**src/rtl/jpeg_cone_pkg.sv**
```systemverilog
// Shared constants and the bitwise JPEG control-cone function for jpeg_cone_pipe.
package jpeg_cone_pkg;

  localparam int unsigned LANES_DEF  = 8;
  localparam int unsigned CNT_W_DEF  = 16;
  localparam int unsigned CONE_MAX_W = 64;

  typedef logic [CONE_MAX_W-1:0] cone_vec_t;

  // Lane-generic cone: callers widen operands to CONE_MAX_W and truncate the result.
  function automatic cone_vec_t jpeg_cone_f(input cone_vec_t n0, input cone_vec_t n1,
                                            input cone_vec_t n2, input cone_vec_t n3,
                                            input cone_vec_t n4);
    return n0 ^ (~n4 & ~(n2 | (n3 & ~n1)));
  endfunction

endpackage

```
**src/rtl/jpeg_cone_pipe_if.sv**
```systemverilog
// Valid/ready input and output channels of jpeg_cone_pipe.
interface jpeg_cone_pipe_if
  import jpeg_cone_pkg::*;
#(
  parameter int unsigned LANES = LANES_DEF
);

  logic             in_valid;
  logic             in_ready;
  logic [LANES-1:0] in_n0;
  logic [LANES-1:0] in_n1;
  logic [LANES-1:0] in_n2;
  logic [LANES-1:0] in_n3;
  logic [LANES-1:0] in_n4;
  logic             out_valid;
  logic             out_ready;
  logic [LANES-1:0] out_y;

  // Producer/consumer side, as seen by the environment.
  modport master (
    output in_valid, in_n0, in_n1, in_n2, in_n3, in_n4, out_ready,
    input  in_ready, out_valid, out_y
  );

  // Pipeline side.
  modport slave (
    input  in_valid, in_n0, in_n1, in_n2, in_n3, in_n4, out_ready,
    output in_ready, out_valid, out_y
  );

endinterface

```
**src/rtl/jpeg_cone_popcnt.sv**
```systemverilog
// Combinational population count of one output beat, feeding the ones counter.
module jpeg_cone_popcnt
  import jpeg_cone_pkg::*;
#(
  parameter int unsigned LANES = LANES_DEF,
  parameter int unsigned PC_W  = $clog2(LANES + 1)
) (
  input  logic [LANES-1:0] i_vec,
  output logic [PC_W-1:0]  o_cnt_c
);

  always_comb begin
    o_cnt_c = '0;
    for (int i = 0; i < LANES; i++) begin
      o_cnt_c = o_cnt_c + PC_W'(i_vec[i]);
    end
  end

endmodule

```
**src/rtl/jpeg_cone_pipe.sv**
```systemverilog
// Two-stage valid/ready pipeline evaluating the JPEG control cone per lane.
// JPEG_CONE_CNT_EN adds a saturating counter of set output bits (cnt_clr/cnt_q).
module jpeg_cone_pipe
  import jpeg_cone_pkg::*;
#(
  parameter int unsigned LANES = LANES_DEF
`ifdef JPEG_CONE_CNT_EN
  ,
  parameter int unsigned CNT_W = CNT_W_DEF
`endif
) (
  input  logic             clk,
  input  logic             rst,
  jpeg_cone_pipe_if.slave  s_bus
`ifdef JPEG_CONE_CNT_EN
  ,
  input  logic             cnt_clr,
  output logic [CNT_W-1:0] cnt_q
`endif
);

  logic             r_s1_valid;
  logic [LANES-1:0] r_g;
  logic [LANES-1:0] r_n4;
  logic [LANES-1:0] r_n0;
  logic             r_s2_valid;
  logic [LANES-1:0] r_y;

  logic             w_s2_adv;
  logic             w_s1_adv;
  logic             w_in_ready;
  logic             w_in_fire;
  cone_vec_t        w_cone;
  logic [LANES-1:0] w_y;

  assign w_s2_adv   = ~r_s2_valid | s_bus.out_ready;
  assign w_s1_adv   = r_s1_valid & w_s2_adv;
  assign w_in_ready = ~r_s1_valid | w_s2_adv;
  assign w_in_fire  = s_bus.in_valid & w_in_ready;

  // S1 has already folded n1..n3 into g, so the cone sees n1=n3=0 and n2=g.
  assign w_cone = jpeg_cone_f(CONE_MAX_W'(r_n0), '0, CONE_MAX_W'(r_g), '0, CONE_MAX_W'(r_n4));
  assign w_y    = LANES'(w_cone);

  // Stage 1: data loads only on an accepted beat.
  always_ff @(posedge clk or posedge rst) begin
    if (rst) begin
      r_s1_valid <= 1'b0;
      r_g        <= '0;
      r_n4       <= '0;
      r_n0       <= '0;
    end else if (w_in_fire) begin
      r_s1_valid <= 1'b1;
      r_g        <= s_bus.in_n2 | (s_bus.in_n3 & ~s_bus.in_n1);
      r_n4       <= s_bus.in_n4;
      r_n0       <= s_bus.in_n0;
    end else if (w_s1_adv) begin
      r_s1_valid <= 1'b0;
    end
  end

  // Stage 2: output register, drains on consumer handshake.
  always_ff @(posedge clk or posedge rst) begin
    if (rst) begin
      r_s2_valid <= 1'b0;
      r_y        <= '0;
    end else if (w_s1_adv) begin
      r_s2_valid <= 1'b1;
      r_y        <= w_y;
    end else if (s_bus.out_ready) begin
      r_s2_valid <= 1'b0;
    end
  end

  assign s_bus.in_ready  = w_in_ready;
  assign s_bus.out_valid = r_s2_valid;
  assign s_bus.out_y     = r_y;

`ifdef JPEG_CONE_CNT_EN
  localparam int unsigned PC_W  = $clog2(LANES + 1);
  localparam int unsigned SUM_W = ((CNT_W > PC_W) ? CNT_W : PC_W) + 1;

  logic [PC_W-1:0]  w_pc;
  logic [SUM_W-1:0] w_sum;
  logic             w_out_fire;
  logic [CNT_W-1:0] r_cnt;

  jpeg_cone_popcnt #(
    .LANES (LANES),
    .PC_W  (PC_W)
  ) u_popcnt (
    .i_vec   (r_y),
    .o_cnt_c (w_pc)
  );

  assign w_out_fire = r_s2_valid & s_bus.out_ready;
  assign w_sum      = SUM_W'(r_cnt) + SUM_W'(w_pc);

  // Saturating ones counter; clear beats a concurrent increment.
  always_ff @(posedge clk or posedge rst) begin
    if (rst) begin
      r_cnt <= '0;
    end else if (cnt_clr) begin
      r_cnt <= '0;
    end else if (w_out_fire) begin
      r_cnt <= (w_sum > SUM_W'({CNT_W{1'b1}})) ? {CNT_W{1'b1}} : CNT_W'(w_sum);
    end
  end

  assign cnt_q = r_cnt;
`endif

endmodule

```
**src/flat_wrapper.sv**
```systemverilog
// flat-port wrapper written by rule: the top's interface ports become plain ports
module jpeg_cone_pipe_flat import jpeg_cone_pkg::*;
#(
  parameter int unsigned LANES = LANES_DEF

)
  (clk, rst, s_bus_in_valid, s_bus_in_n0, s_bus_in_n1, s_bus_in_n2, s_bus_in_n3, s_bus_in_n4, s_bus_out_ready, s_bus_in_ready, s_bus_out_valid, s_bus_out_y);
  jpeg_cone_pipe_if #(.LANES(LANES)) s_bus_i ();
  input  logic clk;
  input  logic rst;
  input wire logic [$bits(s_bus_i.in_valid)-1:0] s_bus_in_valid;
  input wire logic [$bits(s_bus_i.in_n0)-1:0] s_bus_in_n0;
  input wire logic [$bits(s_bus_i.in_n1)-1:0] s_bus_in_n1;
  input wire logic [$bits(s_bus_i.in_n2)-1:0] s_bus_in_n2;
  input wire logic [$bits(s_bus_i.in_n3)-1:0] s_bus_in_n3;
  input wire logic [$bits(s_bus_i.in_n4)-1:0] s_bus_in_n4;
  input wire logic [$bits(s_bus_i.out_ready)-1:0] s_bus_out_ready;
  output wire logic [$bits(s_bus_i.in_ready)-1:0] s_bus_in_ready;
  output wire logic [$bits(s_bus_i.out_valid)-1:0] s_bus_out_valid;
  output wire logic [$bits(s_bus_i.out_y)-1:0] s_bus_out_y;
  assign s_bus_i.in_valid = s_bus_in_valid;
  assign s_bus_i.in_n0 = s_bus_in_n0;
  assign s_bus_i.in_n1 = s_bus_in_n1;
  assign s_bus_i.in_n2 = s_bus_in_n2;
  assign s_bus_i.in_n3 = s_bus_in_n3;
  assign s_bus_i.in_n4 = s_bus_in_n4;
  assign s_bus_i.out_ready = s_bus_out_ready;
  assign s_bus_in_ready = s_bus_i.in_ready;
  assign s_bus_out_valid = s_bus_i.out_valid;
  assign s_bus_out_y = s_bus_i.out_y;
  jpeg_cone_pipe #(.LANES(LANES)) u_core (.clk(clk), .rst(rst), .s_bus(s_bus_i));
endmodule
```
**config.mk**
```make
export PLATFORM = sky130hd
export DESIGN_NAME = jpeg_cone_pipe_flat
export DESIGN_NICKNAME = d
export VERILOG_FILES = /design/src/rtl/jpeg_cone_pkg.sv /design/src/rtl/jpeg_cone_pipe_if.sv /design/src/rtl/jpeg_cone_popcnt.sv /design/src/rtl/jpeg_cone_pipe.sv /design/src/flat_wrapper.sv
export SDC_FILE = /design/constraint.sdc
export NUM_CORES = 1
export LEC_CHECK = 0
export ABC_AREA = 1
export CORE_AREA = 2 2 77 79
export CTS_CLUSTER_SIZE = 8
export DETAILED_ROUTE_END_ITERATION = 10
export DIE_AREA = 0 0 79 81
export PLACE_DENSITY_LB_ADDON = 0.1
export SYNTH_ARGS = -nofsm -noshare
export SYNTH_HDL_FRONTEND = slang
export SYNTH_SLANG_ARGS = --single-unit
```
**constraint.sdc**
```tcl
create_clock -name clk -period 1.4 [get_ports clk]
set_input_delay 0.21 -clock clk [delete_from_list [all_inputs] [get_ports clk]]
set_output_delay 0.21 -clock clk [all_outputs]
set_load 0.005 [all_outputs]
```
==> results of run 1 <==
[layout make-up]
cell class / count / share of cell area
clock inverter: 1 / 0.00210
tap: 75 / 0.0393
clock buffer: 7 / 0.0362
inverter: 26 / 0.0409
sequential: 34 / 0.357
timing repair buffer: 62 / 0.258
multi-input combinational: 149 / 0.267
[sequential cells by signal (all words and copies together), names as in the netlist]
signal,flops
u_core.r_n0,8
u_core.r_n4,8
u_core.r_g,8
u_core.s_bus.out_valid,1
u_core.s_bus.out_y,8
u_core.r_s1_valid,1
[cell usage after synthesis]
cell type,number,share of area
o21ai_0,8,0.025
o21bai_1,1,0.0046
nand2_2,1,0.0039
nand2_1,105,0.24
buf_6,2,0.014
dfrtp_1,34,0.52
buf_2,5,0.015
nand2_4,1,0.0069
nand3_1,24,0.074
inv_1,26,0.060
nand3_4,1,0.011
nor2_1,8,0.019
[where the power goes]
part	internal (mW)	total [mW]	leakage [nW]	switching, mW
Clock	0.397	0.748	0.0482	0.352
Combinational	0.438	0.773	0.815	0.335
Sequential	1.18	1.30	0.414	0.123
[cells by family after synthesis]
group,Yosys count,synth area share
AND/OR/NAND/NOR,140,0.357
flip-flops,34,0.524
buffers and inverters,33,0.0894
AO/OA/AOI/OAI,9,0.0293
[what timing repair did]
| action | 4_1_cts | 5_1_grt |
|---|---|---|
| resized for setup | 1 | 4 |
| endpoints found under the setup margin | 2 | 7 |
| pin swaps | 1 | 0 |
| buffers inserted | 1 | 1 |
| hold endpoints to repair | 0 | 0 |
[layer usage]
layer  share of wire  routed length (µm)  up-vias  GRT usage
met5               0                   0        -          0
met4           0.014                  50        0     0.0466
met3           0.041                 145        6     0.0400
met2            0.50                1760       31      0.227
met1            0.45                1600      633      0.144
li1                -                   -      777          -
[final timing paths]
path / from / end / slack, ns
max: u_core.s_bus.out_y[4] / s_bus_out_y[4] / 0.06
min: rst / u_core.s_bus.out_y[4] / 0.17
max reg2reg: u_core.s_bus.out_valid / u_core.r_n4[6] / 0.16
min reg2reg: u_core.s_bus.out_y[7] / u_core.s_bus.out_y[7] / 0.47
max in group asynchronous: rst / u_core.r_n0[6] / 0.78
min in group clk: u_core.s_bus.out_y[7] / u_core.s_bus.out_y[7] / 0.47
==> reports/summary.txt, run 1 <==
Synth Cell Area = 1620 µm²
Crit-path slowest cell = clkdlybuf4s50_1
Period utilisation layout = 0.957
GRT Total Usage = 0.127
Cells after synthesis = 216
Reg2reg path depth = 6
VDD IR max = 438 µV
Top Ports = 54
Die width = 79 µm
Placement Cell Area = 2260 µm²
Total power = 2.82 mW
Placed Cells = 344
Finished Core Util = 0.420
Routability cong. = 0.704
Sequential area share after synthesis = 0.524
Most frequent cells in the layout = 105 x nand2_1, 50 x clkdlybuf4s50_1, 34 x dfrtp_1, 26 x inv_1, 24 x nand3_1
Pins Over Slew Limit = 0
Register area = 851 µm²
Crit Path Max Fanout = 2
Worst setup SP type = register
Clock sinks = 34
# H-tree levels = 2
Setup slack after layout = 0.0597 ns
Setup Crit Path Kind = reg2out
Crit-path max cell delay = 0.50 ns
Clk_lat worst skew = 0.29 ns
Post-synth net total = 260
Final Cell Area = 2380 µm²
Via density = 4.09
DR DRC count = 0
Die footprint = 6400 µm²
WP depth = 1
Slew @ Worst Pin = 0.313 ns
Worst Path Buf+Inv = 1
Clk_skew = 0.00854 ns
Post-synthesis register bit count = 34
Proportion of layout cells with a drive suffix above 1 = 0.0681
DR iter-0 viols = 48
Post-route ant nets = 0
Largest net degree at the start of global routing = 29
WL final = 3.55 mm
Unrepaired setup endpoints after global routing = no
Worst path cell trace = clkdlybuf4s50_1
Clk slew on worst S/H paths = 0.07 ns
Setup violators final = 0
Static Leak = 1.28 nW
Peak Freq = 746 MHz
Synth unique cells = 12
Initial antenna violation count = 0
Number of hold violations in the final report = 0
Vias after detailed routing = 1,447
Area growth, synth to finish = 47.0%
Post-DP HPWL = 2.66 mm
Commonest non-fill, non-tap cell in the layout = nand2_1
DR WL/cell = 10.0 µm
Die height = 81 µm
Nets = 322
Hold_ws = 0.170 ns
Setup crit end kind = output pin
First-pass GRT wire length = 6.21 mm
Fin Setup TNS = 0 ns
CTS tree = built
First-pass iteration count of the detailed router = 4
FP Rows = 28
Vias in the first global route = 1,451
Multi-input combinational cell area = 636 µm²
Type of the most critical hold path = in2async
Worst EP arrival = 1.13 ns
Buffers on Ports = 53
Avg Inst Size Synth = 7.51 µm²
Status = complete, no violations
Diode count = 0
Cts hold-fix bufs = 0
Yosys warns = 0
Root buffer cell = clkbuf_8
Fillers = 625
Max_slew headroom = 0.791
Pwr per Cell Area = 1180 nW/µm²
Core area = 5680 µm²
Initial Util = 0.286
Setup WS pre-CTS = -0.146 ns
Period minus WS final = 1.34 ns
Cts bufs inserted = 5
Congestion Overflow GR = 0
Finished Layout Cells = 354
Cell family with most CP delay = buffers and inverters
Max-cap violations = 0
Worst Path Required = 1.19 ns
Worst-case clock buffer depth = 2
Note: power is estimated with default switching activity, not from simulation.
==> run 2, diff against run 1 <==
- CORE_AREA: 2 2 77 79 -> 2 2 64 66
- DIE_AREA: 0 0 79 81 -> 0 0 66 68
- SYNTH_HIERARCHICAL: default -> 1
- clock period: 1.4 -> 1.75 ns (I/O delays scaled with it)
==> run 2 against run 1 <==
Non-clock buffer count is 4 lower. Routed wire length decreased by 11%. Clock power decreased by 22%. Core utilization grew 18 points. Register-to-register slack better by 0.29 ns. Largest power group unchanged.
==> reports/summary.txt, run 2 <==
Finished Layout Cells = 325
Worst EP arrival = 1.36 ns
Async S/R FF share, synth = 1.00
Placement Cell Area = 2210 µm²
Final Cell Area = 2300 µm²
VDD IR max = 435 µV
Post-DP HPWL = 2.31 mm
Setup slack after layout = 0.132 ns
Reg2reg path depth = 5
GRT Total Usage = 0.168
Synth Cell Area = 1620 µm²
Die height = 68 µm
Top-count cell post-synth = nand2_1
Cell mode on critical path = clkdlybuf4s50_1
Slew @ Worst Pin = 0.418 ns
Worst r2r src = u_core/s_bus.out_valid
Postcts setup bufs = 0
Proportion of layout cells with a drive suffix above 1 = 0.0545
Post-synthesis register bit count = 34
Avg Inst Size Synth = 7.51 µm²
Crit Path Max Fanout = 2
Fillers = 368
Crit path from = s_bus_out_ready
WL final = 3.15 mm
Primary FF master, synth = dfrtp_1
Max_slew headroom = 0.721
Clock sinks = 34
Cts bufs inserted = 5
Number of hold violations in the final report = 0
Static Leak = 1.23 nW
Unrepaired setup endpoints after global routing = no
CTS resizes = 0
Via density = 4.38
Congestion Overflow GR = 0
Clk slew on worst S/H paths = 0.07 ns
DR iter-0 viols = 100
DR WL/cell = 9.69 µm
Placed Cells = 317
Diode count = 0
DR DRC count = 0
Vias after detailed routing = 1,424
Setup crit end kind = output pin
Buffers on Ports = 53
First-pass GRT wire length = 5.61 mm
CTS tree = built
Most frequent cells in the layout = 105 x nand2_1, 53 x clkdlybuf4s50_1, 34 x dfrtp_1, 26 x inv_1, 24 x nand3_1
Fin Setup TNS = 0 ns
FP Rows = 23
Yosys warns = 6
EDFF count, synth = 0
Sequential area share after synthesis = 0.524
Post-route ant nets = 0
Commonest non-fill, non-tap cell in the layout = nand2_1
Setup crit end = s_bus_in_ready
Nets = 318
Worst path cell trace = clkdlybuf4s50_1 > inv_1 > nand3_4 > clkdlybuf4s50_1
Total power = 2.21 mW
Finished Core Util = 0.596
Setup violators final = 0
Routability cong. = 0.780
Die width = 66 µm
First-pass iteration count of the detailed router = 4
Post-synth top cells = 105 x nand2_1, 34 x dfrtp_1, 26 x inv_1
Top-area cell type share of the netlist area = 0.524
Peak Freq = 618 MHz
Largest cells by area after synthesis = dfrtp_1 52%, nand2_1 24%, nand3_1 7.4%
Pwr per Cell Area = 964 nW/µm²
Type of the most critical hold path = in2async
Hold_ws = 0.377 ns
Setup Crit Path Kind = in2out
Crit-path max cell delay = 0.52 ns
Core area = 3860 µm²
Status = complete, no violations
Worst setup SP type = input pin
Clk_lat worst skew = 0.28 ns
Cts hold-fix bufs = 0
Crit-path slowest cell = clkdlybuf4s50_1
Top cell type by total area after synthesis = dfrtp_1
Area growth, synth to finish = 41.6%
Synth unique cells = 12
Period utilisation layout = 0.925
Reg-to-Reg End = u_core/r_n0[2]
Pins Over Slew Limit = 0
Vias in the first global route = 1,350
Worst-case clock buffer depth = 2
Post-synth net total = 260
Die footprint = 4490 µm²
R2r setup slk = 0.45 ns
Initial antenna violation count = 0
Clk_skew = 0.00467 ns
Cells after synthesis = 216
Setup WS pre-CTS = 0.108 ns
Worst Path Required = 1.49 ns
Root buffer cell = clkbuf_8
Max-cap violations = 0
Largest net degree at the start of global routing = 35
Period minus WS final = 1.62 ns
Top Ports = 54
# H-tree levels = 2
Initial Util = 0.421
run 2: logic make-up (layout without fill, tap and decap cells):
| group | count (synthesis) | after routing | share of synthesized area |
|---|---|---|---|
| compound gates | 9 | 9 | 0.0293 |
| buf+inv | 33 | 92 | 0.0894 |
| flops | 34 | 34 | 0.524 |
| simple gates | 140 | 140 | 0.357 |
run 2: worst max-delay path: cells and delay by family:
family | cells | cell delay, ns
buffers and inverters | 3 | 1.03
and+or+nand+nor | 1 | 0.06
run 2: layer usage:
metal	track usage	routed length [µm]
met4	0.0765	58
met3	0.0395	161
met2	0.278	1430
met1	0.211	1500
met5	0	0
run 2: final cells by class:
type,count,area (µm²),area share
inverters,26,97.6,0.0425
well taps,50,62.6,0.0272
clock inverters,1,5.00,0.00218
repair buffers,58,568,0.247
multi-input cells,149,627,0.273
flip-flops and latches,34,851,0.370
clock buffers,7,86.3,0.0376
run 2: how the worst min path moves through the flow:
| stage | from | to | slack [ns] | cells after the start |
|---|---|---|---|---|
| final | rst | u_core/s_bus.out_y[2] | 0.38 | 3 |
| after global routing | rst | u_core/s_bus.out_y[2] | 0.46 | 3 |
| after floorplan | rst | u_core/r_g[0] | 0.40 | 1 |
| after CTS | rst | u_core/s_bus.out_y[2] | 0.40 | 3 |
| after detailed placement | u_core/s_bus.out_y[6] | u_core/s_bus.out_y[6] | 0.46 | 2 |
| after global placement | u_core/s_bus.out_y[0] | u_core/s_bus.out_y[0] | 0.46 | 2 |
run 2: power breakdown:
part	switching [mW]	internal (mW)	total, mW
Sequential	0.101	0.944	1.04
Combinational	0.258	0.328	0.586
Clock	0.267	0.317	0.584
Total	0.626	1.59	2.21
